[src/rtl/clk_en_pkg.sv]
// clk_en_pkg: shared counter width and named divisor constants for clk_en_gen
// Contents: CLK_HZ system clock rate, CNT_W default counter width,
//           DIV_* divisors producing the named enable rates at CLK_HZ.
package clk_en_pkg;
  localparam int CLK_HZ    = 100_000_000;
  localparam int CNT_W     = 27;
  localparam int DIV_1HZ   = 100_000_000;
  localparam int DIV_2HZ   = 50_000_000;
  localparam int DIV_5HZ   = 20_000_000;
  localparam int DIV_200HZ = 500_000;
endpackage

[src/rtl/clk_en_chan.sv]
// clk_en_chan: one enable channel, a wrapping counter with a staged runtime divisor
// Ports: clk, rst_n (async, active low), pause_i / sync_clr_i (shared controls),
//        we_i (decoded divisor write for this channel), cfg_div_i (new divisor),
//        en_o (registered one-cycle enable), tgl_o (only with CLK_EN_TOGGLE_EN).
module clk_en_chan import clk_en_pkg::*; #(
  parameter int CNT_W = clk_en_pkg::CNT_W,
  parameter logic [CNT_W-1:0] DEF = '0
) (
  input  logic             clk,
  input  logic             rst_n,
  input  logic             pause_i,
  input  logic             sync_clr_i,
  input  logic             we_i,
  input  logic [CNT_W-1:0] cfg_div_i,
  output logic             en_o
`ifdef CLK_EN_TOGGLE_EN
  ,
  output logic             tgl_o
`endif
);
  logic [CNT_W-1:0] cnt_q, cnt_d, act_q, act_d, pend_q, pend_d, div_eff;
  logic pv_q, pv_d, en_q, en_d, run, wrap;
  assign div_eff = (act_q == '0) ? CNT_W'(1) : act_q;
  assign run = !pause_i && !sync_clr_i;
  // >= rather than == so a counter left beyond a shrunken divisor still wraps
  assign wrap = run && (cnt_q >= div_eff - CNT_W'(1));
  always_comb begin
    cnt_d = (sync_clr_i || wrap) ? '0 : run ? cnt_q + CNT_W'(1) : cnt_q;
    en_d = wrap;
    // a write landing on the wrap edge bypasses straight into the active divisor
    act_d = (wrap && we_i) ? cfg_div_i : ((wrap || sync_clr_i) && pv_q) ? pend_q : act_q;
    pend_d = we_i ? cfg_div_i : pend_q;
    pv_d = we_i ? !wrap : (wrap || sync_clr_i) ? 1'b0 : pv_q;
  end
`ifdef CLK_EN_TOGGLE_EN
  logic tgl_q, tgl_d;
  assign tgl_d = sync_clr_i ? 1'b0 : tgl_q ^ wrap;
  assign tgl_o = tgl_q;
`endif
  always_ff @(posedge clk or negedge rst_n) begin
    if (!rst_n) begin
      cnt_q <= '0;
      act_q <= DEF;
      pend_q <= DEF;
      pv_q <= 1'b0;
      en_q <= 1'b0;
`ifdef CLK_EN_TOGGLE_EN
      tgl_q <= 1'b0;
`endif
    end else begin
      cnt_q <= cnt_d;
      act_q <= act_d;
      pend_q <= pend_d;
      pv_q <= pv_d;
      en_q <= en_d;
`ifdef CLK_EN_TOGGLE_EN
      tgl_q <= tgl_d;
`endif
    end
  end
  assign en_o = en_q;
endmodule

[src/rtl/clk_en_gen.sv]
// clk_en_gen: multi-channel clock-enable generator with runtime divisors, pause and resync
// Ports: clk, rst_n (async, active low), pause, sync_clr, cfg_we/cfg_ch/cfg_div
//        (divisor write, out-of-range cfg_ch ignored), en[NUM_CH] enable pulses.
// Option: define CLK_EN_TOGGLE_EN to add tgl[NUM_CH], a square wave flipping on each en.
module clk_en_gen import clk_en_pkg::*; #(
  parameter int NUM_CH = 4,
  parameter int CNT_W = clk_en_pkg::CNT_W,
  parameter logic [NUM_CH*CNT_W-1:0] DEF_DIV =
    {CNT_W'(DIV_5HZ), CNT_W'(DIV_200HZ), CNT_W'(DIV_2HZ), CNT_W'(DIV_1HZ)}
) (
  input  logic              clk,
  input  logic              rst_n,
  input  logic              pause,
  input  logic              sync_clr,
  input  logic              cfg_we,
  input  logic [3:0]        cfg_ch,
  input  logic [CNT_W-1:0]  cfg_div,
  output logic [NUM_CH-1:0] en
`ifdef CLK_EN_TOGGLE_EN
  ,
  output logic [NUM_CH-1:0] tgl
`endif
);
  for (genvar c = 0; c < NUM_CH; c++) begin : g_ch
    clk_en_chan #(
      .CNT_W(CNT_W),
      .DEF(DEF_DIV[c*CNT_W +: CNT_W])
    ) u_chan (
      .clk(clk),
      .rst_n(rst_n),
      .pause_i(pause),
      .sync_clr_i(sync_clr),
      .we_i(cfg_we && (cfg_ch == 4'(c))),
      .cfg_div_i(cfg_div),
      .en_o(en[c])
`ifdef CLK_EN_TOGGLE_EN
      ,
      .tgl_o(tgl[c])
`endif
    );
  end
endmodule

[config.mk]
export PLATFORM = sky130hd
export DESIGN_NAME = clk_en_gen
export DESIGN_NICKNAME = d
export VERILOG_FILES = /design/src/rtl/clk_en_pkg.sv /design/src/rtl/clk_en_chan.sv /design/src/rtl/clk_en_gen.sv
export SDC_FILE = /design/constraint.sdc
export NUM_CORES = 1
export LEC_CHECK = 0
export ABC_CLOCK_PERIOD_IN_PS = 12500
export CAP_MARGIN = 20
export CORE_ASPECT_RATIO = 0.5
export CORE_MARGIN = 2
export CORE_UTILIZATION = 30
export DETAILED_ROUTE_END_ITERATION = 8
export PLACE_DENSITY_LB_ADDON = 0.12
export RECOVER_POWER = 100
export SLEW_MARGIN = 20
export SYNTH_ARGS = -nofsm -noshare
export SYNTH_HDL_FRONTEND = slang
export SYNTH_HIERARCHICAL = 1
export SYNTH_SLANG_ARGS = --single-unit
export TNS_END_PERCENT = 30
[constraint.sdc]
create_clock -name clk -period 12.5 [get_ports clk]
set_input_delay 3.75 -clock clk [delete_from_list [all_inputs] [get_ports clk]]
set_output_delay 3.75 -clock clk [all_outputs]
set_load 0.02 [all_outputs]
==> impl_metrics.csv, run 1 <==
group,metric,value,unit
status,outcome,"finished with violations",
status,violations,"max-capacitance violations, max-slew violations",
flow_run,cap_violations,12,
worst_hold_path,hp-class,"reg -> reg",
logic_synthesis,synthMostInstantiatedCell,"dfrtp_1",
worst_setup_path,reg2reg_from,"g_ch[2].u_chan/act_q[21]",
timing,fin_setup_tns,0,ns
logic_synthesis,synth_area_leaders,"dfrtp_1 32%, dfstp_2 10%, ha_1 7.3%, mux2_2 6.6%, mux2i_1 6.0%",
power_and_ir_drop,power_switching,0.00120,W
worst_setup_path,required,12.92,ns
layout,fin_cells,2840,
power_and_ir_drop,p_int,0.00239,W
timing,rsz0062_at_grt,"false",
clocking,clock-sinks,332,
drt,avgRoutedWirePerCell,18.6,um
logic_synthesis,synth.ff_latch_count,332,
logic_synthesis,synth_cell_type_count,83,
logic_synthesis,ys.flop_type,"dfrtp_1",
worst_setup_path,critPathKind,"in -> reg",
logic_synthesis,synth_edf_count,0,
drt,drt_first_pass_iters,5,
logic_synthesis,async_reset_ff_frac,1.00,
power_and_ir_drop,combPwrFrac,0.282,
clocking,postCtsHoldBufs,0,
timing,fin_crit,8.70,ns
worst_setup_path,start_kind,"input port",
drt,vias_per_cell,4.89,
worst_hold_path,whs_endpoint,"g_ch[3].u_chan/pend_q[18]",
drt,dr.first_iter.drc_count,820,
floorplan,die_w,369,um
clocking,numCtsBuffers,37,
power_and_ir_drop,p_leak,9.52,nW
timing,fin_worst_skew,0.0162,ns
worst_setup_path,cp_slowest_cell,"clkbuf_1",
layout,syn_to_final_growth,11.6,%
worst_setup_path,cp_max_fo,35,
drt,ant_nets,0,
layout,drive_above_1_share,0.162,
worst_setup_path,crit_arrival,9.12,ns
drt,drc_errors,0,
place,place_congestion,0.756,
clocking,cts_root_buf,"clkbuf_16",
clocking,clkLatencyLatePin,0.53,ns
floorplan,core_area,0.0653,mm^2
worst_hold_path,worst_hold_startpoint,"g_ch[3].u_chan/pend_q[18]",
timing,slew_headroom,-2.12,
grt,overflow,0,
logic_synthesis,synthCells,1907,
worst_setup_path,slowest_delay,1.44,ns
floorplan,initial_utilization,0.305,
floorplan,die-area,0.0687,mm^2
worst_setup_path,cp-end-kind,"register",
logic_synthesis,synth_nets,2059,
power_and_ir_drop,swShare,0.335,
drt,via_count,13900,
grt,grt_pass1_vias,13600,
drt,routed_wl,52800,um
logic_synthesis,synth_commonest_cells,"254 x dfrtp_1, 231 x nor2_1, 119 x mux2i_1",
worst_setup_path,crit_top_cell,"clkbuf_1",
clocking,cts_tree,"yes",
grt,grt_antenna_before_repair,1,
timing,fmax,115,MHz
clocking,cts_resized,0,
clocking,htreeDepth,2,
timing,finalSetupViolCount,0,
worst_setup_path,r2r-end,"g_ch[2].u_chan/act_q[23]",
worst_setup_path,reg2reg_depth,19,
grt,grt_usage,0.155,
power_and_ir_drop,pwr-share-clk,0.306,
clocking,cts_max_path_buffers,3,
place,place_inst,2774,
timing,worst-slew-pin-transition,4.68,ns
place,io_buffers,39,
floorplan,rows,66,
power_and_ir_drop,sequentialPowerShare,0.412,
logic_synthesis,yosysSeqAreaShare,0.422,
clocking,postCtsSetupBuffers,0,
place,dp_hpwl,35400,um
worst_setup_path,cp_cell_sequence,"buf_2 > clkbuf_1 > nor4_1 > a21oi_4 > clkbuf_1 > a21boi_0 > a22oi_1",
logic_synthesis,yosys.area.top_type,"dfrtp_1",
grt,grt_max_degree,132,
floorplan,ios,40,
timing,final_max_slew_viol_count,434,
power_and_ir_drop,vdd_drop_max,84.4,uV
layout,num-nets-final,2081,
logic_synthesis,synth_top_area_frac,0.319,
logic_synthesis,yosys_warnings,6,
power_and_ir_drop,power_density,162,mW/mm^2
logic_synthesis,avgSynthCellArea,10.5,um^2
grt,grt_first_pass_wirelength,83500,um
layout,utilization,0.341,
logic_synthesis,syn_area,0.0199,mm^2
clocking,clk_pin_slew,0.06,ns
timing,final-hold-violation-count,0,
timing,post-route-period-util,0.696,
worst_setup_path,ff2ff_setup_slack,5.14,ns
floorplan,die_h,186,um
worst_hold_path,hold_depth,1,
worst max path at each step:
| stage | startpoint | to | slack, ns | depth (start not counted) |
|---|---|---|---|---|
| 6_report | pause | g_ch[2].u_chan/act_q[23] | 3.80 | 7 |
| 3_3_place_gp | sync_clr | g_ch[2].u_chan/act_q[21] | 6.00 | 6 |
| 5_1_grt | rst_n | g_ch[3].u_chan/cnt_q[16] | 3.10 | 3 |
| 2_1_floorplan | sync_clr | g_ch[1].u_chan/cnt_q[24] | 7.12 | 9 |
| 4_1_cts | g_ch[3].u_chan/act_q[16] | g_ch[3].u_chan/act_q[4] | 6.36 | 20 |
| 3_5_place_dp | sync_clr | g_ch[2].u_chan/act_q[21] | 5.94 | 6 |
layer usage:
layer,wire [um],share of wire,GRT usage
met3,1440,0.027,0.0219
met1,28400,0.54,0.237
met5,0,0,0
met2,22100,0.42,0.233
met4,832,0.016,0.0291
area by class of cell:
class                      count  area, um^2
timing repair buffer          59         495
sequential                   332        8410
tap                          884        1110
fill                        6649       43100
multi-input combinational   1466       10900
clock inverter                15         136
antenna                        1        2.50
inverter                      33         124
clock buffer                  50        1040
power by group through the flow:
stage	logic, W	registers (W)	clock network (W)
finish	0.00101	0.00148	0.00110
global route	0.00115	0.00152	0.00118
CTS	0.00103	0.00148	0.00114
detailed placement	0.00102	0.00150	0
global placement	0.00101	0.00150	0
floorplan	0.000791	0.00142	0
worst max-delay path, delay by kind of cell:
family                 cells  cell delay [ns]
buffers and inverters      3             2.86
AO/OA/AOI/OAI              3             2.04
AND/OR/NAND/NOR            1             0.41
flip-flops by register name (all words and copies together) (netlist names):
register / count
g_ch.u_chan/act_q: 108
g_ch.u_chan/cnt_q: 108
g_ch.u_chan/pend_q: 108
g_ch.u_chan/en_o: 4
g_ch.u_chan/pv_q: 4
layout by cell type (no fill, tap or decap), types with 12 or more instances in the layout:
master           Yosys  routed
and4_1              12      12
nor2b_1             20      20
clkdlybuf4s50_1      0      31
mux2_2             116     116
inv_1               31      31
nand2b_1            41      41
nand2_1             80      80
clkbuf_16            0      37
nor4_1              26      26
xnor2_1             99      99
or3_1               14      15
a22oi_1             36      36
and3_1              13      13
a31oi_1             16      16
nand3_1             71      71
dfstp_2             78      76
clkbuf_1            30      18
nand4_1             35      36
mux2i_1            119     119
nor2_1             231     232
dfrtp_1            254     254
ha_1               116     116
nor3_1              53      53
o21ai_0             23      23
a21oi_1            106     106
xor2_1              90      90
through the flow:
step           instance area [um^2]  hold WS, ns  setup WS, ns  total power, W
6_report                      22300        0.506          3.80         0.00360
5_1_grt                       22200        0.519          3.10         0.00385
4_1_cts                       22400        0.510          6.36         0.00365
3_5_place_dp                  21200        0.495          5.94         0.00252
3_3_place_gp                  21200        0.489          6.00         0.00251
2_1_floorplan                 19900        0.475          7.12         0.00222
cells by family after synthesis:
group / share of synthesized area
AND/OR/NAND/NOR: 0.177
AO/OA/AOI/OAI: 0.0805
buffers and inverters: 0.0265
XOR/XNOR: 0.0830
multiplexers: 0.139
flip-flops: 0.422
adder cells (fa/ha/maj): 0.0728
No activity file was read; power rests on OpenSTA's default activity.
==> run 2: changes to the inputs <==
Settings changed: ABC_CLOCK_PERIOD_IN_PS 12500 to 7500.
Clock period 12.5 ns to 7.5 ns, I/O delays scaled along.
==> impl_metrics.csv, run 2 (synthesis results as in run 1) <==
group,metric,value,unit
worst_hold_path,hp-class,"reg -> reg",
clocking,numCtsBuffers,37,
layout,final_common_cell,"dfrtp_1",
worst_setup_path,cp_cell_sequence,"dlygate4sd3_1 > nor2_1 > and4b_2 > clkbuf_1 > nand2_1 > or2_1 > a31oi_1",
worst_setup_path,cp_slowest_cell,"clkbuf_1",
power_and_ir_drop,power_switching,0.00197,W
worst_setup_path,start_kind,"input port",
timing,fin_worst_skew,0.0112,ns
clocking,cts_root_buf,"clkbuf_16",
worst_setup_path,slowest_delay,1.75,ns
drt,drt_first_pass_iters,5,
grt,grt_usage,0.156,
power_and_ir_drop,power_density,266,mW/mm^2
timing,final_max_slew_viol_count,299,
place,place_congestion,0.736,
worst_setup_path,cp-end-kind,"register",
worst_setup_path,cp_max_fo,45,
layout,fillCellCount,6594,
grt,grt_first_pass_wirelength,83200,um
grt,grt_antenna_before_repair,0,
floorplan,die-area,0.0687,mm^2
status,outcome,"finished with violations",
floorplan,ios,40,
clocking,clkLatencyLatePin,0.53,ns
power_and_ir_drop,p_leak,9.51,nW
timing,finalSetupViolCount,0,
place,io_buffers,39,
status,violations,"max-capacitance violations, max-slew violations",
clocking,cts_tree,"yes",
grt,grt_max_degree,122,
drt,routed_wl,52700,um
drt,vias_per_cell,4.85,
worst_setup_path,required,7.94,ns
power_and_ir_drop,vdd_drop_max,114,uV
drt,dr.first_iter.drc_count,681,
floorplan,die_w,369,um
clocking,postCtsSetupBuffers,0,
power_and_ir_drop,p_int,0.00393,W
floorplan,initial_utilization,0.305,
timing,rsz0062_at_grt,"false",
worst_setup_path,crit_arrival,6.94,ns
grt,overflow,0,
clocking,cts_resized,0,
power_and_ir_drop,combPwrFrac,0.285,
floorplan,rows,66,
layout,syn_to_final_growth,11.0,%
timing,post-route-period-util,0.867,
timing,fin_setup_tns,0,ns
layout,num-nets-final,2081,
clocking,clock-sinks,332,
power_and_ir_drop,pwr-share-clk,0.299,
layout,most-common-layout-cells,"254 x dfrtp_1, 232 x nor2_1, 119 x mux2i_1, 116 x mux2_2, 116 x ha_1",
layout,drive_above_1_share,0.156,
power_and_ir_drop,sequentialPowerShare,0.416,
timing,slew_headroom,-0.947,
drt,ant_nets,0,
floorplan,die_h,186,um
layout,multiInputGateArea,0.0109,mm^2
drt,drc_errors,0,
worst_setup_path,critPathKind,"in -> reg",
layout,biggestRegsByFlops,"g_ch.u_chan/act_q (108), g_ch.u_chan/cnt_q (108), g_ch.u_chan/pend_q (108)",
clocking,cts_max_path_buffers,3,
timing,hold_ws,0.507,ns
timing,fin_crit,6.50,ns
place,dp_hpwl,35800,um
drt,avgRoutedWirePerCell,18.6,um
drt,via_count,13800,
clocking,htreeDepth,2,
clocking,postCtsHoldBufs,0,
layout,regArea,0.00841,mm^2
clocking,clk_pin_slew,0.06,ns
timing,fmax,154,MHz
power_and_ir_drop,swShare,0.334,
floorplan,core_area,0.0653,mm^2
flow_run,cap_violations,6,
timing,worst-slew-pin-transition,2.88,ns
grt,grt_pass1_vias,13500,
timing,final-hold-violation-count,0,
layout,antennaDiodeCount,0,
[run 2: cell count changes in the layout (fill, tap and decap cells not counted), sizes merged]
cell      before  now
clkbuf        62   68
clkinvlp       3    2
diode          1    0
clkinv        12    8
bufinv         2    1
[run 2: through the flow]
| stage | instances | cell area, um^2 | power, W | setup WS, ns | util |
|---|---|---|---|---|---|
| floorplan | 1907 | 19900 | 0.00369 | 2.45 | - |
| global placement | 2774 | 21200 | 0.00419 | 1.74 | 0.325 |
| detailed placement | 2774 | 21200 | 0.00420 | 1.59 | 0.325 |
| CTS | 2839 | 22300 | 0.00602 | 1.57 | 0.342 |
| global route | 2839 | 22100 | 0.00633 | 0.609 | 0.339 |
| finish | 2839 | 22100 | 0.00590 | 1.00 | 0.339 |
[run 2: area by class of cell]
class	instances	area share
multi-input cells	1466	0.491
flip-flops and latches	332	0.380
well taps	884	0.0500
clock buffers	56	0.0473
repair buffers	59	0.0226
inverters	33	0.00560
clock inverters	9	0.00339
[run 2: per-layer routing]
metal,part of all wire,routed length (um),GRT usage,up-vias
li1,-,-,-,6877
met1,0.55,29300,0.247,6710
met2,0.41,21400,0.223,130
met3,0.024,1250,0.0182,50
met4,0.016,865,0.0310,0
met5,0,0,0,-
[run 2: power groups by stage]
stage,Clock [W],Combinational (W),Sequential [W]
2_1_floorplan,0,0.00132,0.00237
3_3_place_gp,0,0.00171,0.00248
3_5_place_dp,0,0.00171,0.00249
4_1_cts,0.00183,0.00173,0.00246
5_1_grt,0.00191,0.00192,0.00250
6_report,0.00177,0.00168,0.00245
[run 2: critical path: cells and delay by family]
family / cells / cell delay (ns)
AOI/OAI and AO/OA: 1 / 0.25
and+or+nand+nor: 4 / 2.15
buffers and inverters: 2 / 2.28
[run 2: path summary, 6_finish.rpt]
check                      cells past startpoint                         to  slack, ns                       from
setup / recovery                               7    g_ch[2].u_chan/act_q[5]       1.00                  cfg_ch[3]
hold / removal                                 1  g_ch[0].u_chan/pend_q[19]       0.51  g_ch[0].u_chan/pend_q[19]
setup reg to reg                              20    g_ch[3].u_chan/act_q[0]       1.30   g_ch[3].u_chan/act_q[16]
hold reg to reg                                1  g_ch[0].u_chan/pend_q[19]       0.51  g_ch[0].u_chan/pend_q[19]
max in group asynchronous                      2   g_ch[0].u_chan/pend_q[3]       2.13                      rst_n
min in group asynchronous                      1    g_ch[2].u_chan/cnt_q[5]       2.64                      rst_n
